==> src/rtl/spi_pkg.sv <==
// rtl/spi_pkg.sv - shared SPI frame constants and FSM state encoding
package spi_pkg;
    localparam int SPI_WIDTH = 8;
    localparam int SPI_BIT_W = $clog2(SPI_WIDTH);

    localparam logic [2:0] ST_IDLE  = 3'd0;
    localparam logic [2:0] ST_SETUP = 3'd1;
    localparam logic [2:0] ST_HIGH  = 3'd2;
    localparam logic [2:0] ST_LOW   = 3'd3;
    localparam logic [2:0] ST_HOLD  = 3'd4;
    localparam logic [2:0] ST_GAP   = 3'd5;
endpackage

==> src/rtl/spi_sclk_div.sv <==
// rtl/spi_sclk_div.sv - half-period counter, one-cycle tick every CLK_DIV cycles while enabled
module spi_sclk_div #(
    parameter int CLK_DIV = 5,
    parameter int DIV_W   = 8
) (
    input  logic clk,
    input  logic rst,
    input  logic en,
    output logic tick
);
    localparam logic [DIV_W-1:0] LAST = DIV_W'(CLK_DIV - 1);

    logic [DIV_W-1:0] cnt;

    assign tick = en && (cnt == LAST);

    always_ff @(posedge clk) begin
        if (!rst || !en) begin
            cnt <= '0;
        end else if (cnt == LAST) begin
            cnt <= '0;
        end else begin
            cnt <= cnt + 1'b1;
        end
    end
endmodule

==> src/rtl/spi_master.sv <==
// rtl/spi_master.sv - SPI mode-0 byte master; SPI_MASTER_LSB_FIRST_EN selects LSB-first shifting
module spi_master
    import spi_pkg::*;
#(
    parameter int CLK_DIV = 5,
    parameter int DIV_W   = 8
) (
    input  logic                 clk,
    input  logic                 rst,
    input  logic                 spi_start,
    input  logic [SPI_WIDTH-1:0] spi_data_i,
    output logic                 spi_busy,
    output logic [SPI_WIDTH-1:0] spi_data_o,
    output logic                 spi_rxdy,
    output logic                 spi_txcomp,
    output logic                 SSEL,
    output logic                 SCK,
    output logic                 MOSI,
    input  logic                 MISO
);
    logic [2:0]           state;
    logic [SPI_BIT_W-1:0] bit_cnt;
    logic [SPI_WIDTH-1:0] shift;
    logic [SPI_WIDTH-1:0] shift_next;
    logic                 first_bit;
    logic                 next_bit;
    logic                 tick;

    // The shift happens on the rising edge together with the MISO capture, so the
    // falling edge only has to copy the already-exposed next transmit bit to MOSI.
`ifdef SPI_MASTER_LSB_FIRST_EN
    assign shift_next = {MISO, shift[SPI_WIDTH-1:1]};
    assign first_bit  = spi_data_i[0];
    assign next_bit   = shift[0];
`else
    assign shift_next = {shift[SPI_WIDTH-2:0], MISO};
    assign first_bit  = spi_data_i[SPI_WIDTH-1];
    assign next_bit   = shift[SPI_WIDTH-1];
`endif

    spi_sclk_div #(
        .CLK_DIV(CLK_DIV),
        .DIV_W  (DIV_W)
    ) u_div (
        .clk (clk),
        .rst (rst),
        .en  (state != ST_IDLE),
        .tick(tick)
    );

    always_ff @(posedge clk) begin
        spi_rxdy   <= 1'b0;
        spi_txcomp <= 1'b0;
        if (!rst) begin
            state      <= ST_IDLE;
            bit_cnt    <= '0;
            shift      <= '0;
            spi_busy   <= 1'b0;
            spi_data_o <= '0;
            SSEL       <= 1'b1;
            SCK        <= 1'b0;
            MOSI       <= 1'b0;
        end else begin
            case (state)
                ST_IDLE: begin
                    if (spi_start) begin
                        state    <= ST_SETUP;
                        shift    <= spi_data_i;
                        bit_cnt  <= SPI_BIT_W'(SPI_WIDTH - 1);
                        SSEL     <= 1'b0;
                        MOSI     <= first_bit;
                        spi_busy <= 1'b1;
                    end
                end
                ST_SETUP, ST_LOW: begin
                    if (tick) begin
                        state <= ST_HIGH;
                        SCK   <= 1'b1;
                        shift <= shift_next;
                    end
                end
                ST_HIGH: begin
                    if (tick) begin
                        SCK <= 1'b0;
                        // The eighth falling edge ends the clocking; HOLD keeps SCK low.
                        if (bit_cnt == '0) begin
                            state <= ST_HOLD;
                        end else begin
                            state   <= ST_LOW;
                            MOSI    <= next_bit;
                            bit_cnt <= bit_cnt - 1'b1;
                        end
                    end
                end
                ST_HOLD: begin
                    if (tick) begin
                        state      <= ST_GAP;
                        SSEL       <= 1'b1;
                        MOSI       <= 1'b0;
                        spi_data_o <= shift;
                        spi_rxdy   <= 1'b1;
                        spi_txcomp <= 1'b1;
                    end
                end
                ST_GAP: begin
                    if (tick) begin
                        state    <= ST_IDLE;
                        spi_busy <= 1'b0;
                    end
                end
                default: state <= ST_IDLE;
            endcase
        end
    end
endmodule

==> config.mk <==
export PLATFORM = sky130hd
export DESIGN_NAME = spi_master
export DESIGN_NICKNAME = d
export VERILOG_FILES = /design/src/rtl/spi_pkg.sv /design/src/rtl/spi_sclk_div.sv /design/src/rtl/spi_master.sv
export SDC_FILE = /design/constraint.sdc
export NUM_CORES = 1
export LEC_CHECK = 0
export CAP_MARGIN = 20
export CORE_UTILIZATION = 55
export CTS_CLUSTER_SIZE = 12
export DETAILED_ROUTE_END_ITERATION = 12
export GPL_TIMING_DRIVEN = 0
export PLACE_DENSITY = 0.81
export REMOVE_ABC_BUFFERS = 1
export SLEW_MARGIN = 20
export SYNTH_ARGS = -nofsm -noshare
export SYNTH_HDL_FRONTEND = slang
export SYNTH_HIERARCHICAL = 1
export SYNTH_SLANG_ARGS = --single-unit
==> constraint.sdc <==
create_clock -name clk -period 6.15 [get_ports clk]
set_input_delay 0.615 -clock clk [delete_from_list [all_inputs] [get_ports clk]]
set_output_delay 0.615 -clock clk [all_outputs]
set_load 0.03 [all_outputs]
# == After elaboration in Yosys (flattened, before gate mapping) ==
# Cells that the tools add are included.
# totals
register_bits,35
input_bits,12
elab_cells,74
# classes
add_sub_neg,2
n_eq_ne,12
mux,26
n_reduce_logical,24
# op_table
operator,n
two-way mux 3 bit,9
two-way mux 8 bit,2
case mux 8 bit (2 select lines),1
case mux 3 bit (5 select lines),1
"!= test 2 bit, second input constant",6
AND reduction 3 bit,4
AND reduction 5 bit,2
nonzero test 2 bit,5
"adder 8 x 1 -> 8 bit, second input constant",1
"== test 8 x 3 -> 1 bit, second input constant",1
two-way mux 1 bit,8
"== test 3 x 2 -> 1 bit, second input constant",2
"== test 3 bit, second input constant",2
logical NOT 3 bit,2
case mux 1 bit (2 select lines),3
case mux 3 bit (2 select lines),1
nonzero test 3 bit,2
AND reduction 2 bit,2
AND reduction 4 bit,1
OR reduction 2 bit,2
"== test 3 x 1 -> 1 bit, second input constant",1
case mux 1 bit (3 select lines),1
"subtractor 3 x 1 -> 3 bit, second input constant",1
logical NOT 1 bit,2
other kinds (2),2

# == Depth between registers and ports, before layout ==
# Gate-level depths: netlist (run 1).
# logic_depth
word_depth,4
depth_mapped,10
depth_no_buf,8

# == Modules after synthesis ==
# The synthesis (run 1) kept the hierarchy.
# by_module_without_submodules
mod,instances,cells_each,area_each_um2,seq_area_each_um2
spi_master,1,143,1237.4,540.5
spi_sclk_div,1,41,362.8,160.2

# == Least setup slack after synthesis (run 1) ==
# Ideal clock, no wire load.
# synth_path
path_type,register to register
start,reg state[0]
end,reg spi_data_o[7]
setup_time_ps,136
arrival_ps,1886
path_slack_ps,4129
path_stages_with_launch,11
n_path_buf,3
period_less_slack_ps,2021
path_cell_list,dfxtp_1 > buf_1 > nor2_1 > nand2_1 > and4_2 > buf_2 > nand2_1 > or2_2 > clkbuf_1 > nand2_1 > a21oi_1
# synth_between
elab_chain_cells,3
elab_cells_between_ends,4
cone_classes,1 x eq/ne; 3 x reduce/logical
# synth_rtl
element,line_no,source
from (decl),spi_master.sv:21,logic [2:0] state;
from (signal assigned),spi_master.sv:55,state <= ST_IDLE;
from (signal assigned),spi_master.sv:67,state <= ST_SETUP;
from (signal assigned),spi_master.sv:77,state <= ST_HIGH;
nonzero test 3 bit,spi_master.sv:47,".en (state != ST_IDLE),"
logical AND 1 bit,spi_sclk_div.sv:15,assign tick = en && (cnt == LAST);
via tick,spi_master.sv:27,logic tick;
AND reduction 2 bit (no line),-,
to (signal assigned),spi_master.sv:100,spi_data_o <= shift;
to (decl),spi_master.sv:13,"output logic [SPI_WIDTH-1:0] spi_data_o,"
# The timed path passes the listed nets, and every way through them passes these cells.
# A chain may end at the register's enable or synchronous reset.

# == Worst setup path after layout (run 1) ==
# layout_path
start,reg state[2]
end,reg shift[2]
# layout_between
elab_chain_cells,4
elab_cells_between_ends,11
cone_classes,4 x eq/ne; 1 x mux; 6 x reduce/logical
# layout_rtl
element,line_no,source
nonzero test 3 bit,spi_master.sv:47,
logical AND 1 bit,spi_sclk_div.sv:15,
via tick,spi_master.sv:27,
!= test 2 bit (no line),-,
AND reduction 3 bit (no line),-,
to (signal assigned),spi_master.sv:68,shift <= spi_data_i;
to (signal assigned),spi_master.sv:79,shift <= shift_next;
to (decl),spi_master.sv:23,logic [SPI_WIDTH-1:0] shift;
# The timed path passes the listed nets, and every way through them passes these cells.

==> metrics.md, run 1 <==
| Metric | Value |
|---|---|
| Commonest non-fill, non-tap cell in the layout | dfxtp_1 |
| Synth Cell Area | 1600 um2 |
| Max cap viols | 0 |
| Arrival time worst endpoint | 2.60 ns |
| Max rail drop VDD | 0.0002059 V |
| Drt first-iter violations | 41 |
| Drt drc | 0 |
| Core Area | 2758 um2 |
| Boundary Pins | 26 |
| Critical R2R Launch | state[2] |
| Filler Cells Inserted | 245 |
| Post-CTS Resized | 0 |
| Min-delay worst type | register to register |
| Status | complete, no violations |
| WHS Path Cells | 2 |
| Fraction of registers with async set/reset | 0 |
| HPWL Detailed | 2278 um |
| Fin Clk Skew | 0.009318 ns |
| Post-Syn Instances | 184 |
| Unrepaired setup endpoints after global routing | no |
| Final setup viols | 0 |
| Initial Util | 0.5803 |
| Clock sink count | 35 |
| Vias in the first global route | 1298 |
| Clock root buffer | clkbuf_4 |
| Vias/cell | 5.682 |
| Minimum clock period | 2.359 ns |
| EDFF count, synth | 0 |
| Slew @ Worst Pin | 0.7193 ns |
| Largest net degree at the start of global routing | 23 |
| Ys flop type | dfxtp_1 |
| Cell row count | 19 |
| Crit end category | register |
| Initial antenna violation count | 0 |
| H-tree depth | 2 |
| Slew Limit Fails | 0 |
| #FFs+latches synth | 35 |
| Most frequent cells in the layout | dfxtp_1 (35), nand2_1 (27), clkdlybuf4s50_1 (25) |
| R2R setup slack | 3.79 ns |
| First-pass GRT wire length | 5444 um |
| Gr usage total | 0.2188 |
| Share of cells above drive strength 1 | 0.09615 |
| Total leakage power | 0.6932 nW |
| Fmax | 423.9 MHz |
| Post-CTS Setup Repair Bufs | 0 |
| Die span in x | 55.94 um |
| R2R cell count | 7 |
| Antenna diodes | 0 |
| Clock transition at path regs | 0.11 ns |
| Min-Delay Endpoint | spi_data_o[7] |
| Port bufs | 25 |
| Grt total ovfl | 0 |
| Vias post-DR | 1358 |
| Worst Path Max Fanout | 16 |
| Synth warn | 6 |
| Hold_buf cts | 0 |
| CTS max path bufs | 2 |
| Worst-skew pair later-pin latency | 0.33 ns |
| Seq/Total Area, Yosys | 0.4378 |
| Die area | 3129 um2 |
| Final Core Density | 0.6847 |
| Routed wire per std cell | 13.69 um |
| Total wire length | 3272 um |
| Req. time, crit path | 6.39 ns |
| Element type at the critical path start | register |
| CTS tree | built |
| WHS | 0.4604 ns |
| Pre-antenna DRT Iters | 4 |
| Tcrit/Tclk final | 0.3836 |
| Final Hold Viols | 0 |
| WS Path Type | register to register |
| Nets@finish | 223 |
| P per Cell Area | 222.2 nW/um2 |
| Layout area overhead | 17.98% |
| Die Ht | 55.94 um |
| Routed Antenna Nets | 0 |
| Mapped Avg Cell Area | 8.697 um2 |
| Worst Hold Launch | spi_data_o[7] |
| Count of different cell masters after synthesis | 43 |
| Inserted Clock Buffers | 5 |
| Slew HR | 0.5200 |
| Final TNS setup | 0 ns |
| FF-to-FF End | shift[2] |
| Placer Congestion | 0.7451 |
[sequential cells by signal (all words and copies together) (netlist names)]
signal,cells
state,3
SCK,1
u_div/cnt,8
spi_txcomp,1
MOSI,1
spi_busy,1
shift,8
spi_data_o,8
SSEL,1
bit_cnt,3
[stage by stage]
step	total power, mW	instances	setup slack [ns]	instance area (um2)
6_report	0.4195	239	3.791	1888
5_1_grt	0.4361	239	3.598	1888
4_1_cts	0.4220	239	3.843	1888
3_5_place_dp	0.3052	231	3.797	1836
3_3_place_gp	0.3017	231	3.865	1836
2_1_floorplan	0.2849	175	4.225	1546
[report_power, final]
| part | switching [mW] | internal [mW] | total (mW) | leakage [nW] |
|---|---|---|---|---|
| logic | 0.0292 | 0.0268 | 0.0560 | 0.373 |
| clock network | 0.0762 | 0.0426 | 0.119 | 0.0347 |
| registers | 0.00864 | 0.236 | 0.245 | 0.286 |
[final cells by class]
class                           instances  area, um2  share of cell area
Clock buffer                            5      37.54             0.01988
Multi-Input combinational cell        131      812.0              0.4301
Timing Repair Buffer                   25      250.2              0.1325
Clock inverter                          3      15.01            0.007952
Inverter                                9      33.78             0.01789
Sequential cell                        35      700.7              0.3711
Tap cell                               31      38.79             0.02054
[layer usage]
metal  GRT usage  part of all wire  up-vias  routed length, um
met5           0                 0        -                  0
met3     0.05581             0.042        5                139
li1            -                 -      687                  -
met2      0.3632              0.50       32               1651
met1      0.2638              0.44      634               1448
met4      0.1080             0.010        0                 33
[cell usage after synthesis (all sizes together), types with 2 or more instances]
library cell	n	area (um2)
inv	9	33.78
a21oi	18	105.1
xor2	2	17.52
nor2	21	78.83
nand3	5	30.03
o21a	2	15.01
nand2b	2	12.51
clkbuf	3	11.26
dfxtp	35	700.7
nand4	2	12.51
a211oi	9	77.57
or2	2	12.51
mux2i	9	90.09
o21ai	7	35.03
buf	6	42.53
ha	4	50.05
or3	3	18.77
nand2	28	107.6
[worst max path at each step]
stage | from | to | slack [ns] | cells after the start
after global routing | state[2] | shift[0] | 3.60 | 7
after global placement | spi_start | shift[3] | 3.86 | 5
final | state[2] | shift[2] | 3.79 | 7
after detailed placement | spi_start | shift[0] | 3.80 | 5
after floorplan | u_div/cnt[0] | MOSI | 4.22 | 7
after CTS | state[2] | shift[0] | 3.84 | 7
[worst max-delay path, stage by stage (launching register included)]
cell      delay [ns]
dfxtp_1         0.69
nor2_1          0.22
nand2_1         0.13
and4_2          0.34
nand2_1         0.14
a21oi_4         0.42
nor2_1          0.08
a211oi_1        0.24
[kinds of logic (layout without fill, tap and decap cells)]
group,Yosys count,in the layout,synth area share
xor+xnor,3,3,0.01642
simple gates,69,69,0.2009
compound gates,46,46,0.2025
fa+ha+maj,4,4,0.03128
buf+inv,18,42,0.05472
flops,35,35,0.4378
mux,9,9,0.05630
Note: power is estimated with default switching activity, not from simulation.
==> run 2, diff against run 1 <==
--- a/config.mk
+++ b/config.mk
@@ -6,11 +6,11 @@
 export NUM_CORES = 1
 export LEC_CHECK = 0
 export CAP_MARGIN = 20
-export CORE_UTILIZATION = 55
+export CORE_UTILIZATION = 52
 export CTS_CLUSTER_SIZE = 12
 export DETAILED_ROUTE_END_ITERATION = 12
 export GPL_TIMING_DRIVEN = 0
-export PLACE_DENSITY = 0.81
+export PLACE_DENSITY = 0.77
 export REMOVE_ABC_BUFFERS = 1
 export SLEW_MARGIN = 20
 export SYNTH_ARGS = -nofsm -noshare
==> constraint.sdc (replaced) <==
create_clock -name clk -period 2.47 [get_ports clk]
set_input_delay 0.247 -clock clk [delete_from_list [all_inputs] [get_ports clk]]
set_output_delay 0.247 -clock clk [all_outputs]
set_load 0.03 [all_outputs]
==> metrics.md, run 2 (same netlist as run 1, synthesis figures left out) <==
| Metric | Value |
|---|---|
| Status | finished with violations |
| Failing checks | design-rule violations |
| H-tree depth | 2 (unchanged) |
| Top flop regs | shift x8, spi_data_o x8, u_div/cnt x8 |
| Fmax | 439.4 MHz (+3.7%) |
| Initial antenna violation count | 0 (unchanged) |
| CTS tree | built |
| Pre-antenna DRT Iters | 10 (+6) |
| Total wire length | 3299 um (+0.83%) |
| Nets@finish | 225 (+0.90%) |
| First-pass GRT wire length | 5506 um (+1.1%) |
| Placed insts | 231 (unchanged) |
| Slew @ Worst Pin | 0.7025 ns (-0.01680 ns) |
| Minimum clock period | 2.276 ns (-0.08310 ns) |
| Highest routed layer | met4 |
| CTS max path bufs | 2 (unchanged) |
| Worst Path Max Fanout | 9 (-7) |
| Power consumption | 1.054 mW (+150%) |
| Final Hold Viols | 0 (unchanged) |
| Slew Limit Fails | 0 (unchanged) |
| Element type at the critical path start | register |
| Core Area | 2829 um2 (+2.6%) |
| Cell row count | 19 (unchanged) |
| Post-route insts no fill | 241 (+0.84%) |
| Drt drc | 3 (+3) |
| Final setup viols | 0 (unchanged) |
| Die Ht | 57.48 um (+2.7%) |
| Largest net degree at the start of global routing | 23 (unchanged) |
| Unrepaired setup endpoints after global routing | no |
| Vias/cell | 5.676 (about the same) |
| Most frequent cells in the layout | dfxtp_1 (34), nand2_1 (27), clkdlybuf4s50_1 (25) |
| Crit end category | register |
| Layout area overhead | 19.94% |
| Placer Congestion | 0.8292 (+11%) |
| Routed Antenna Nets | 0 (unchanged) |
| Slew HR | 0.5312 (+0.01121) |
| Gr usage total | 0.2204 (+0.001654) |
| Initial Util | 0.5657 (-0.01463) |
| FF+latch area | 701.9 um2 (+0.18%) |
| Grt total ovfl | 0 (unchanged) |
| Total leakage power | 0.7076 nW (+2.1%) |
| Max rail drop VDD | 0.0004190 V (+100%) |
| P per Cell Area | 549.2 nW/um2 (+150%) |
| Port bufs | 25 (unchanged) |
| Commonest non-fill, non-tap cell in the layout | dfxtp_1 |
| Crit-path max cell delay | 0.41 ns (-0.28 ns) |
| Clock transition at path regs | 0.11 ns (about the same) |
| Max cap viols | 0 (unchanged) |
| Filler Cells Inserted | 225 (-8.2%) |
| Tcrit/Tclk final | 0.9214 (+0.5379) |
| Hold_buf cts | 0 (unchanged) |
| Clock sink count | 35 (unchanged) |
| WS Path Type | register to register |
| Routed met3 length | 149 um (+7.2%) |
| Vias post-DR | 1368 (+0.74%) |
| Clock root buffer | clkbuf_4 |
| WL met1 | 1471 um (+1.6%) |
| Min-delay worst type | register to register |
| HPWL Detailed | 2310 um (+1.4%) |
| Die span in x | 57.48 um (+2.7%) |
| Req. time, crit path | 2.66 ns (-3.73 ns) |
| Antenna diodes | 0 (unchanged) |
| Met2 Routed Length | 1639 um (-0.73%) |
| Share of cells above drive strength 1 | 0.1143 (+0.01813) |
| CP Cell Sequence | inv_1 > ha_1 > nor4b_1 > and4_2 > nand3b_1 > o32a_1 > a21oi_1 > a221oi_1 |
| Final TNS setup | 0 ns (unchanged) |
| Inserted Clock Buffers | 5 (unchanged) |
| Arrival time worst endpoint | 2.47 ns (-0.13 ns) |
| CP max-delay cell | o32a_1 |
| Routed wire per std cell | 13.69 um (about the same) |
| Drt first-iter violations | 35 (-15%) |
| Boundary Pins | 26 (unchanged) |
| Worst-skew pair later-pin latency | 0.34 ns (about the same) |
| Area of the multi-input gates | 814.5 um2 (+0.31%) |
| Fin Clk Skew | 0.007590 ns (-0.001727 ns) |
| Vias in the first global route | 1258 (-3.1%) |
| Die area | 3303 um2 (+5.6%) |
## run 2: cell types whose count changed in the layout (fill, tap and decap cells not counted)
| cell | before | now |
|---|---|---|
| buf_12 | 0 | 1 |
| buf_4 | 0 | 1 |
| dfxtp_1 | 35 | 34 |
| dfxtp_2 | 0 | 1 |
| nor2_1 | 21 | 20 |
| nor2_2 | 0 | 1 |
## run 2: report_power, final
part	switching, mW	internal (mW)	total (mW)
clock	0.193	0.106	0.299
sequential	0.0213	0.588	0.609
combinational	0.0737	0.0725	0.146
## run 2: worst max-delay path, delay by kind of cell (launching register included)
| family | cells | cell delay [ns] |
|---|---|---|
| and+or+nand+nor | 3 | 0.90 |
| AOI/OAI and AO/OA | 3 | 0.65 |
| DFF | 1 | 0.36 |
| adders and majority gates | 1 | 0.16 |
| buffers and inverters | 1 | 0.06 |
## run 2: timing repair
| item | 4_1_cts | 5_1_grt |
|---|---|---|
| buffers inserted | 0 | 2 |
| endpoints found under the setup margin | 0 | 18 |
| gates resized for setup | 0 | 2 |
## run 2: area by class of cell
cell class | count | area share
inverter | 9 | 0.01760
multi-input combinational | 131 | 0.4244
clock buffer | 5 | 0.01956
sequential | 35 | 0.3657
tap | 31 | 0.02021
timing repair buffer | 27 | 0.1447
clock inverter | 3 | 0.007823
## run 2: final timing paths
| kind | start | to | slack, ns | cells past startpoint |
|---|---|---|---|---|
| max | u_div/cnt[0] | MOSI | 0.19 | 8 |
| min | spi_data_o[6] | spi_data_o[6] | 0.46 | 2 |
| max reg2reg | u_div/cnt[0] | MOSI | 0.19 | 8 |
| min reg2reg | spi_data_o[6] | spi_data_o[6] | 0.46 | 2 |
## run 2: layer usage
| layer | track usage | vias to the layer above |
|---|---|---|
| met3 | 0.07256 | 4 |
| met5 | 0 | - |
| met2 | 0.3555 | 32 |
| met4 | 0.1045 | 0 |
| li1 | - | 693 |
| met1 | 0.2646 | 639 |
## run 2: metrics by stage
step | cell area (um2) | hold WS [ns] | util | worst slack [ns]
floorplan | 1546 | 0.3188 | - | 0.5447
CTS | 1888 | 0.4663 | 0.6674 | 0.1835
finish | 1919 | 0.4642 | 0.6785 | 0.1940
global placement | 1836 | 0.4435 | 0.6488 | 0.2860
detailed placement | 1836 | 0.4518 | 0.6488 | 0.2073
global route | 1919 | 0.4889 | 0.6785 | 0.02668
==> run 3, diff against run 2 <==
--- a/config.mk
+++ b/config.mk
@@ -11,6 +11,7 @@
 export DETAILED_ROUTE_END_ITERATION = 12
 export GPL_TIMING_DRIVEN = 0
 export PLACE_DENSITY = 0.77
+export RECOVER_POWER = 50
 export REMOVE_ABC_BUFFERS = 1
 export SLEW_MARGIN = 20
 export SYNTH_ARGS = -nofsm -noshare
==> metrics.md, run 3 (same netlist as run 1, synthesis figures left out) <==
| Metric | Value |
|---|---|
| Max cap viols | 0 (unchanged) |
| Final Hold Viols | 0 (unchanged) |
| Filler Cells Inserted | 225 (unchanged) |
| FF-to-FF End | MOSI |
| Vias in the first global route | 1258 (unchanged) |
| Max rail drop VDD | 0.0004189 V (about the same) |
| Drt drc | 3 (unchanged) |
| Drt first-iter violations | 33 (-5.7%) |
| Hold_buf cts | 0 (unchanged) |
| CP Cell Sequence | inv_1 > ha_1 > nor4b_1 > and4_2 > nand3b_1 > o32a_1 > a21oi_1 > a221oi_1 |
| Worst-skew pair later-pin latency | 0.33 ns (about the same) |
| Boundary Pins | 26 (unchanged) |
| Nets@finish | 225 (unchanged) |
| Critical R2R Launch | u_div/cnt[0] |
| Fmax | 442.7 MHz (+0.77%) |
| Unrepaired setup endpoints after global routing | no |
| Vias/cell | 5.672 (about the same) |
| Layout area overhead | 19.94% (unchanged) |
| Worst Hold Launch | spi_data_o[6] |
| R2R cell count | 8 (unchanged) |
| Total wire length | 3275 um (-0.73%) |
| Worst path bufs/invs | 1 (unchanged) |
| Status | finished with violations |
| R2R setup slack | 0.21 ns (+0.02 ns) |
| Clock sink count | 35 (unchanged) |
| Initial antenna violation count | 0 (unchanged) |
| Share of cells above drive strength 1 | 0.1095 (-0.004762) |
| Worst Path Max Fanout | 9 (unchanged) |
| Worst path top cell family by delay | simple AND/OR/NAND/NOR gates |
| Die area | 3303 um2 (unchanged) |
| Gr usage total | 0.2204 (unchanged) |
| Inserted Clock Buffers | 5 (unchanged) |
| CTS tree | built |
| Clock transition at path regs | 0.11 ns (about the same) |
| WHS Path Cells | 2 (unchanged) |
| Minimum clock period | 2.259 ns (-0.01735 ns) |
| Initial Util | 0.5657 (unchanged) |
| Slew Limit Fails | 0 (unchanged) |
| H-tree depth | 2 (unchanged) |
| WS Path Type | register to register |
| Post-Place Worst Slack | 0.2073 ns (unchanged) |
| Top flop regs | shift x8, spi_data_o x8, u_div/cnt x8 |
| Req. time, crit path | 2.66 ns (about the same) |
| Element type at the critical path start | register |
| CP max-delay cell | o32a_1 |
| Arrival time worst endpoint | 2.45 ns (-0.02 ns) |
| HPWL Detailed | 2310 um (unchanged) |
| Die span in x | 57.48 um (unchanged) |
| Power consumption | 1.051 mW (-0.33%) |
| Fin Clk Skew | 0.008130 ns (+0.0005401 ns) |
| Pre-antenna DRT Iters | 10 (unchanged) |
| Crit-path max cell delay | 0.41 ns (about the same) |
| Tcrit/Tclk final | 0.9144 (-0.007023) |
| Total leakage power | 0.7496 nW (+5.9%) |
| CTS max path bufs | 2 (unchanged) |
| Placer Congestion | 0.8292 (unchanged) |
| Final TNS setup | 0 ns (unchanged) |
| Final setup viols | 0 (unchanged) |
| Antenna diodes | 0 (unchanged) |
| P per Cell Area | 547.4 nW/um2 (-0.33%) |
| Clock root buffer | clkbuf_4 |
| Slew HR | 0.5311 (about the same) |
| Grt total ovfl | 0 (unchanged) |
| WHS | 0.4610 ns (-0.003293 ns) |
| Routed Antenna Nets | 0 (unchanged) |
| Vias post-DR | 1367 (-0.073%) |
| Core Area | 2829 um2 (unchanged) |
| First-pass GRT wire length | 5506 um (unchanged) |
| Min-delay worst type | register to register |
| Die Ht | 57.48 um (unchanged) |
| Largest net degree at the start of global routing | 23 (unchanged) |
| Port bufs | 25 (unchanged) |
| Routed wire per std cell | 13.59 um (-0.73%) |
| Fin worst setup slack | 0.2114 ns (+0.01735 ns) |
| Most frequent cells in the layout | dfxtp_1 (34), nand2_1 (27), nor2_1 (20) |
| Failing checks | design-rule violations |
| Min-Delay Endpoint | spi_data_o[6] |
| Cell row count | 19 (unchanged) |
| Crit end category | register |
| Commonest non-fill, non-tap cell in the layout | dfxtp_1 |
| Slew @ Worst Pin | 0.7025 ns (+0.00004202 ns) |
-- run 3: changes by cell type in the layout (fill, tap and decap cells not counted), sizes merged --
cell           before  now
clkdlybuf4s50      25   11
dlygate4sd3         0   14
-- run 3: area by class of cell --
class	instances	area, um2	area share
clock buffers	5	37.54	0.01956
clock inverters	3	15.01	0.007823
inverters	9	33.78	0.01760
multi-input cells	131	814.5	0.4244
flip-flops and latches	35	701.9	0.3657
well taps	31	38.79	0.02021
repair buffers	27	277.8	0.1447
-- run 3: how the worst max path moves through the flow --
stage	slack [ns]	endpoint	from	depth (start not counted)
after global routing	0.03	bit_cnt[2]	u_div/cnt[0]	8
after detailed placement	0.21	shift[5]	state[2]	7
after CTS	0.18	spi_data_o[2]	state[2]	7
after floorplan	0.54	MOSI	u_div/cnt[0]	7
final	0.21	MOSI	u_div/cnt[0]	8
after global placement	0.29	MOSI	state[2]	6
-- run 3: report_power, final --
part | leakage (nW) | internal (mW) | switching, mW
registers | 0.286 | 0.588 | 0.0212
clock network | 0.0347 | 0.106 | 0.192
logic | 0.428 | 0.0707 | 0.0733
total | 0.750 | 0.765 | 0.286
-- run 3: worst min-delay path: cells and delay by family, from the launching register on --
kind	cells	cell delay (ns)
compound gates	1	0.05
flops	1	0.32
simple gates	1	0.05
-- run 3: what timing repair did --
| action | CTS | global route |
|---|---|---|
| buffers inserted | 0 | 2 |
| endpoints found under the setup margin | 0 | 18 |
| gates resized for setup | 0 | 2 |
-- run 3: through the flow --
step,util,cell area [um2],cells
after floorplan,-,1546,175
after global placement,0.6488,1836,231
after detailed placement,0.6488,1836,231
after CTS,0.6674,1888,239
after global routing,0.6785,1919,241
final,0.6785,1919,241
-- run 3: layer usage --
layer / wire, um / share of wire / track usage / up-vias
met5: 0 / 0 / 0 / -
met1: 1449 / 0.44 / 0.2646 / 636
li1: - / - / - / 690
met4: 53 / 0.016 / 0.1045 / 0
met2: 1623 / 0.50 / 0.3555 / 35
met3: 149 / 0.045 / 0.07256 / 6
